==> config.mk <==
export PLATFORM = sky130hd
export DESIGN_NAME = matrix_result_drain
export DESIGN_NICKNAME = d
export VERILOG_FILES = /design/src/rtl/mm_pkg.sv /design/src/rtl/result_snapshot.sv /design/src/rtl/matrix_result_drain.sv
export SDC_FILE = /design/constraint.sdc
export NUM_CORES = 1
export LEC_CHECK = 0
export CAP_MARGIN = 20
export CORE_AREA = 4 4 224 226
export CTS_CLUSTER_SIZE = 20
export DETAILED_ROUTE_END_ITERATION = 6
export DIE_AREA = 0 0 228 230
export PLACE_DENSITY = 0.87
export REMOVE_ABC_BUFFERS = 1
export SLEW_MARGIN = 20
export SYNTH_ARGS = -nofsm -noshare
export SYNTH_HDL_FRONTEND = slang
export SYNTH_HIERARCHICAL = 1
export SYNTH_SLANG_ARGS = --single-unit
==> constraint.sdc <==
create_clock -name clk -period 64.9 [get_ports clk]
set_clock_uncertainty 0.05 [all_clocks]
set_input_delay 12.98 -clock clk [delete_from_list [all_inputs] [get_ports clk]]
set_output_delay 12.98 -clock clk [all_outputs]
set_load 0.005 [all_outputs]
==> src/rtl/mm_pkg.sv <==
`default_nettype none
// ============================================================================
// Module      : mm_pkg
// Description : Shared types and dimensions for the matrix-multiply array and
//               its result drain. Provides the array dimension, element
//               width, the drain index type, drain FSM states and the float
//               word shared with the compute units.
// Revision    : 1.0 - initial release
// ============================================================================
package mm_pkg;

    localparam int N = 4;     // array dimension (N x N compute units)
    localparam int W = 32;    // element width, IEEE-754 single

    localparam int IDX_W = (N * N > 1) ? $clog2(N * N) : 1;
    localparam int RC_W  = (N > 1) ? $clog2(N) : 1;

    // Linear row-major index into the N x N result set.
    typedef logic [IDX_W-1:0] idx_t;

    // Raw IEEE-754 single word as produced by the compute units.
    typedef logic [W-1:0] float_t;

    typedef enum logic [0:0] {
        IDLE  = 1'b0,
        DRAIN = 1'b1
    } drain_state_t;

    // Flat bit offset of unit (r,c) within a packed N*N*W bus.
    function automatic int unit_offset(input int r, input int c, input int n, input int w);
        return (r * n + c) * w;
    endfunction

endpackage : mm_pkg
`default_nettype wire

==> src/rtl/result_snapshot.sv <==
`default_nettype none
// ============================================================================
// Module      : result_snapshot
// Description : N*N x (W+1) register bank holding one captured matrix result
//               (value plus overflow flag per unit). All entries load together
//               on a single enable; one combinational indexed read port.
// Ports       : clk          - clock, rising edge
//               i_load       - load every entry from i_data_flat / i_ovf
//               i_data_flat  - N*N*W packed values, unit k at [k*W +: W]
//               i_ovf        - N*N overflow flags, unit k at bit k
//               i_rd_idx     - row-major read index
//               o_rd_data    - value at i_rd_idx
//               o_rd_ovf     - overflow flag at i_rd_idx
// Revision    : 1.0 - initial release
// ============================================================================
module result_snapshot
    import mm_pkg::*;
#(
    parameter int N     = mm_pkg::N,
    parameter int W     = mm_pkg::W,
    parameter int IDX_W = (N * N > 1) ? $clog2(N * N) : 1
) (
    input  logic                 clk,
    input  logic                 i_load,
    input  logic [N*N*W-1:0]     i_data_flat,
    input  logic [N*N-1:0]       i_ovf,
    input  logic [IDX_W-1:0]     i_rd_idx,
    output logic [W-1:0]         o_rd_data,
    output logic                 o_rd_ovf
);

    // Bit W of each entry carries the overflow flag, bits W-1:0 the value.
    logic [W:0] r_bank [N*N];

    // The bank is a pure data store: it is never read while invalid, so it
    // carries no reset.
    generate
        for (genvar k = 0; k < N * N; k++) begin : g_entry
            always_ff @(posedge clk) begin
                if (i_load) begin
                    r_bank[k] <= {i_ovf[k], i_data_flat[k*W +: W]};
                end
            end
        end
    endgenerate

    logic [W:0] w_rd_entry;

    always_comb begin
        w_rd_entry = r_bank[i_rd_idx];
    end

    assign o_rd_data = w_rd_entry[W-1:0];
    assign o_rd_ovf  = w_rd_entry[W];

endmodule : result_snapshot
`default_nettype wire

==> src/rtl/matrix_result_drain.sv <==
`default_nettype none
// ============================================================================
// Module      : matrix_result_drain
// Description : Snapshots the C registers and overflow flags of an N x N
//               systolic array on a done pulse, pulses clr_acc so the array
//               can start the next product, and streams the snapshot out in
//               row-major order over a valid/ready port.
// Ports       : clk          - clock, rising edge
//               reset        - asynchronous, active-low
//               done         - one-cycle pulse, array results final
//               c_flat       - N*N*W packed C values, unit (r,c) at (r*N+c)*W
//               ovf_in       - N*N overflow flags, unit (r,c) at bit r*N+c
//               clr_acc      - one-cycle pulse clearing the array C registers
//               busy         - snapshot draining
//               out_data     - current element
//               out_row/col  - coordinates of out_data
//               out_overflow - overflow flag of current element
//               out_last     - current element is (N-1,N-1)
//               out_valid    - element presented
//               out_ready    - sink accepts
//               err_overflow - sticky: any captured overflow since reset
//               dropped      - sticky: a done was refused
// Revision    : 1.0 - initial release
// ============================================================================
module matrix_result_drain
    import mm_pkg::*;
#(
    parameter int N = mm_pkg::N,
    parameter int W = mm_pkg::W
) (
    input  logic                          clk,
    input  logic                          reset,
    input  logic                          done,
    input  logic [N*N*W-1:0]              c_flat,
    input  logic [N*N-1:0]                ovf_in,
    output logic                          clr_acc,
    output logic                          busy,
    output logic [W-1:0]                  out_data,
    output logic [((N>1)?$clog2(N):1)-1:0] out_row,
    output logic [((N>1)?$clog2(N):1)-1:0] out_col,
    output logic                          out_overflow,
    output logic                          out_last,
    output logic                          out_valid,
    input  logic                          out_ready,
    output logic                          err_overflow,
    output logic                          dropped
);

    localparam int L_IDX_W = (N * N > 1) ? $clog2(N * N) : 1;
    localparam int L_RC_W  = (N > 1) ? $clog2(N) : 1;

    localparam logic [L_IDX_W-1:0] c_last_idx = L_IDX_W'(N * N - 1);
    localparam logic [L_IDX_W-1:0] c_one_idx  = L_IDX_W'(1);

    drain_state_t          r_state;
    logic [L_IDX_W-1:0]    r_idx;
    logic                  r_clr_acc;
    logic                  r_busy;
    logic [W-1:0]          r_out_data;
    logic [L_RC_W-1:0]     r_out_row;
    logic [L_RC_W-1:0]     r_out_col;
    logic                  r_out_overflow;
    logic                  r_out_last;
    logic                  r_out_valid;
    logic                  r_err_overflow;
    logic                  r_dropped;

    logic                  w_hs;
    logic                  w_final_hs;
    logic                  w_accept;
    logic [L_IDX_W-1:0]    w_next_idx;
    logic [L_RC_W-1:0]     w_next_row;
    logic [L_RC_W-1:0]     w_next_col;
    logic [W-1:0]          w_rd_data;
    logic                  w_rd_ovf;

    // A done is taken either from IDLE or on the very cycle the last element
    // of the current snapshot is handed off; anything else would overwrite
    // data still being drained.
    always_comb begin
        w_hs       = r_out_valid & out_ready;
        w_final_hs = w_hs && (r_idx == c_last_idx);
        w_accept   = done && ((r_state == IDLE) || w_final_hs);
        w_next_idx = (r_idx == c_last_idx) ? r_idx : (r_idx + c_one_idx);
        w_next_row = L_RC_W'(32'(w_next_idx) / N);
        w_next_col = L_RC_W'(32'(w_next_idx) % N);
    end

    // The read port looks one element ahead so the registered outputs can be
    // refreshed on the handshake edge with no bubble.
    result_snapshot #(
        .N     (N),
        .W     (W),
        .IDX_W (L_IDX_W)
    ) u_snapshot (
        .clk         (clk),
        .i_load      (w_accept),
        .i_data_flat (c_flat),
        .i_ovf       (ovf_in),
        .i_rd_idx    (w_next_idx),
        .o_rd_data   (w_rd_data),
        .o_rd_ovf    (w_rd_ovf)
    );

    always_ff @(posedge clk or negedge reset) begin
        if (!reset) begin
            r_state        <= IDLE;
            r_idx          <= '0;
            r_clr_acc      <= 1'b0;
            r_busy         <= 1'b0;
            r_out_data     <= '0;
            r_out_row      <= '0;
            r_out_col      <= '0;
            r_out_overflow <= 1'b0;
            r_out_last     <= 1'b0;
            r_out_valid    <= 1'b0;
            r_err_overflow <= 1'b0;
            r_dropped      <= 1'b0;
        end else begin
            r_clr_acc <= 1'b0;

            if (done && !w_accept) begin
                r_dropped <= 1'b1;
            end

            if (w_accept) begin
                // Element (0,0) comes straight from the input bus because the
                // bank is being written on this same edge.
                r_state        <= DRAIN;
                r_idx          <= '0;
                r_clr_acc      <= 1'b1;
                r_busy         <= 1'b1;
                r_out_valid    <= 1'b1;
                r_out_data     <= c_flat[W-1:0];
                r_out_overflow <= ovf_in[0];
                r_out_row      <= '0;
                r_out_col      <= '0;
                r_out_last     <= (c_last_idx == '0);
                r_err_overflow <= r_err_overflow | (|ovf_in);
            end else if (w_final_hs) begin
                r_state        <= IDLE;
                r_idx          <= '0;
                r_busy         <= 1'b0;
                r_out_valid    <= 1'b0;
                r_out_last     <= 1'b0;
                r_out_overflow <= 1'b0;
            end else if (w_hs) begin
                r_idx          <= w_next_idx;
                r_out_data     <= w_rd_data;
                r_out_overflow <= w_rd_ovf;
                r_out_row      <= w_next_row;
                r_out_col      <= w_next_col;
                r_out_last     <= (w_next_idx == c_last_idx);
            end
        end
    end

    assign clr_acc      = r_clr_acc;
    assign busy         = r_busy;
    assign out_data     = r_out_data;
    assign out_row      = r_out_row;
    assign out_col      = r_out_col;
    assign out_overflow = r_out_overflow;
    assign out_last     = r_out_last;
    assign out_valid    = r_out_valid;
    assign err_overflow = r_err_overflow;
    assign dropped      = r_dropped;

endmodule : matrix_result_drain
`default_nettype wire

==> flow_summary.yaml <==
outcome:
  status: "finished, final reports clean"
min_path:
  min_path_type: "reg2reg"
  hp-start: "err_overflow"
  hold_depth: 1
  hold_path_end: "err_overflow"
synthesis:
  synth_edf_count: 528
  synth_top_family_by_area: "multiplexers"
  yosys.area_share.xor_xnor_pct: 0.07777
  avgSynthCellArea_um2: 20.68
  synth_cells: 1089
  synthMuxAreaShare_pct: 13.56
  async_reset_ff_share_pct: 8.014
  ys_seq_area_share_pct: 75.51
  yosys_most_used_dff: "edfxtp_1"
  syn-cell-area_um2: 22520
  synthSimpleGateAreaFrac_pct: 3.378
  synth-adder-area-share_pct: 0.05555
  synth_compound_area_share_pct: 4.772
  yosysWarnings: 6
  synth_cell_types: 42
  synth_seq_cells: 574
clocking:
  clkTransAtPathRegs_ns: 0.06
  cts_made_buffers: 57
  cts_tree: "yes"
  cts_num_sinks: 574
  cts_root_buf: "clkbuf_16"
  clk_latency_ns: 0.59
  cts_setup_buffers: 0
  clock_tree.buffer_depth: 3
  cts_resized: 0
  htreeDepth: 2
  hold_buffers: 0
power:
  leakagePower_uw: 0.01029
  cellPowerDensity_nw_per_um2: 35.19
  vdd_drop_max_v: 0.00003491
  power_uw: 1080
routing:
  routed_wl_um: 63390
  wl_per_cell_um: 27.03
  drc: 0
  ant_nets: 0
  dr.pass1.iters: 6
  vias_per_cell: 5.746
  vias: 13474
  drt_iter0_markers: 1194
layout:
  final_common_cell: "clkdlybuf4s50_1"
  instances_no_fill: 2345
  finalNetCount: 2204
  layout_common_cells: "clkdlybuf4s50_1 (573), edfxtp_1 (528), mux4_2 (113)"
  layout-drive-gt1-share_pct: 14.78
  stdcell_area_um2: 30680
  synthToLayoutAreaGrowth_pct: 36.24
  nFillCells: 3120
critical_path:
  critPathCaptureType: "register"
  cp.required_ns: 65.05
  worst-setup-path-type: "in2reg"
  startpoint: "done"
  r2r_start: "r_idx[0]"
  worstRegToRegCells: 7
  ff2ff_setup_slack_ns: 59.37
  path_max_fanout: 89
  r2r_end: "u_snapshot/r_bank[12][30]"
  start_kind: "input port"
  critical_path_arrival_ns: 17.80
sta:
  setup_violations: 0
  worst_slew_pin_slew_ns: 1.108
  rsz0062_at_grt: "no"
  slew_headroom_pct: 26.11
  slew_viol_final: 0
  finalHoldViolCount: 0
  tns_ns: 0
  timing.final.crit_share_pct: 27.19
  fmax_mhz: 56.67
  period_minus_slack_ns: 17.65
global_route:
  grt_pass1_vias: 14723
  grt_antenna_before_repair: 5
  track_usage_pct: 23.44
  grt_overflow_total: 0
  grt_pass1_wl_um: 91760
  grt_max_degree: 201
placement:
  hpwl_um: 41980
  placed_area_um2: 28770
  place_inst: 2232
  gp_congestion: 0.8324
  port_buffers: 574
floorplanning:
  die_w_um: 228
  start_util_pct: 46.59
  rows: 81
  die_area_um2: 52440
  die-height_um: 230
  io_pins: 575
  core_area_um2: 48340
job:
  cap_viol_max_count: 0
state kept, by name, summed over array words and instances, names as in the netlist, 2 cells and up:
signal / count
out_col: 2
out_data: 32
out_row: 2
r_idx: 4
u_snapshot/r_bank: 528
metrics by stage:
step	setup slack [ns]	utilization, %	hold WS, ns
6_report	47.25	63.47	0.4223
5_1_grt	46.97	63.47	0.4417
4_1_cts	47.37	63.33	0.4228
3_5_place_dp	46.73	59.51	0.4100
3_3_place_gp	46.98	59.51	0.3923
2_1_floorplan	9.609	-	0.4010
critical path, cell delays in order:
cell and delay (ns):
clkdlybuf4s50_1 0.74, a21boi_4 0.24, buf_4 0.74, buf_4 0.97, buf_4 0.96, buf_4 0.96
where the power goes:
part	internal [µW]	total [µW]	switching (µW)
Combinational	157	315	158
Clock	190	327	137
Sequential	427	438	11.5
layout make-up:
cell class | count | area [µm²] | area share, %
Sequential cell | 574 | 17010 | 55.42
Timing Repair Buffer | 592 | 5943 | 19.37
Multi-Input combinational cell | 413 | 4974 | 16.21
Clock buffer | 75 | 1536 | 5.007
Tap cell | 622 | 778.2 | 2.536
Clock inverter | 31 | 310.3 | 1.011
Inverter | 33 | 123.9 | 0.4037
Antenna cell | 5 | 12.51 | 0.04078
logic make-up (layout without fill, tap and decap cells):
kind of cell | after synthesis | after routing
buffers and inverters | 102 | 731
DFF | 574 | 574
other | 0 | 5
and+or+nand+nor | 165 | 165
muxes | 133 | 133
AOI/OAI and AO/OA | 112 | 112
adders and majority gates | 1 | 1
xor gates and xnor gates | 2 | 2
synthesized netlist by cell type, drive strengths merged, types with 2 or more instances:
library cell,n,area (µm²)
nor2,37,138.9
o21ai,4,20.02
clkbuf,30,120.1
and3,2,12.51
dfrtp,46,1151
a2111oi,32,455.4
a21o,2,15.01
nand4,2,12.51
nor2b,2,12.51
edfxtp,528,15860
buf,39,352.9
xnor2,2,17.52
nor4,4,25.02
o2bb2ai,4,53.81
inv,33,123.9
nand2,39,148.9
mux4,132,3044
nand3,9,50.05
a22oi,66,495.5
nand2b,3,21.27
nor3,64,320.3
and2,2,12.51
worst max path at each step:
stage	end	slack, ns	depth (start not counted)
3_5_place_dp	u_snapshot/r_bank[4][30]	46.73	6
6_report	u_snapshot/r_bank[12][30]	47.25	6
5_1_grt	u_snapshot/r_bank[2][30]	46.97	7
4_1_cts	u_snapshot/r_bank[0][30]	47.37	6
2_1_floorplan	clr_acc	9.61	2
3_3_place_gp	u_snapshot/r_bank[4][30]	46.98	7
routing by layer:
| metal | vias to the layer above | routed length, µm | part of all wire (%) | GRT usage (%) |
|---|---|---|---|---|
| li1 | 5695 | - | - | - |
| met1 | 6777 | 21710 | 34 | 27.09 |
| met2 | 810 | 32870 | 52 | 41.12 |
| met3 | 192 | 5929 | 9.4 | 6.677 |
| met4 | 0 | 2885 | 4.6 | 10.05 |
| met5 | - | 0 | 0 | 0 |
No activity file was read; power rests on OpenSTA's default activity.
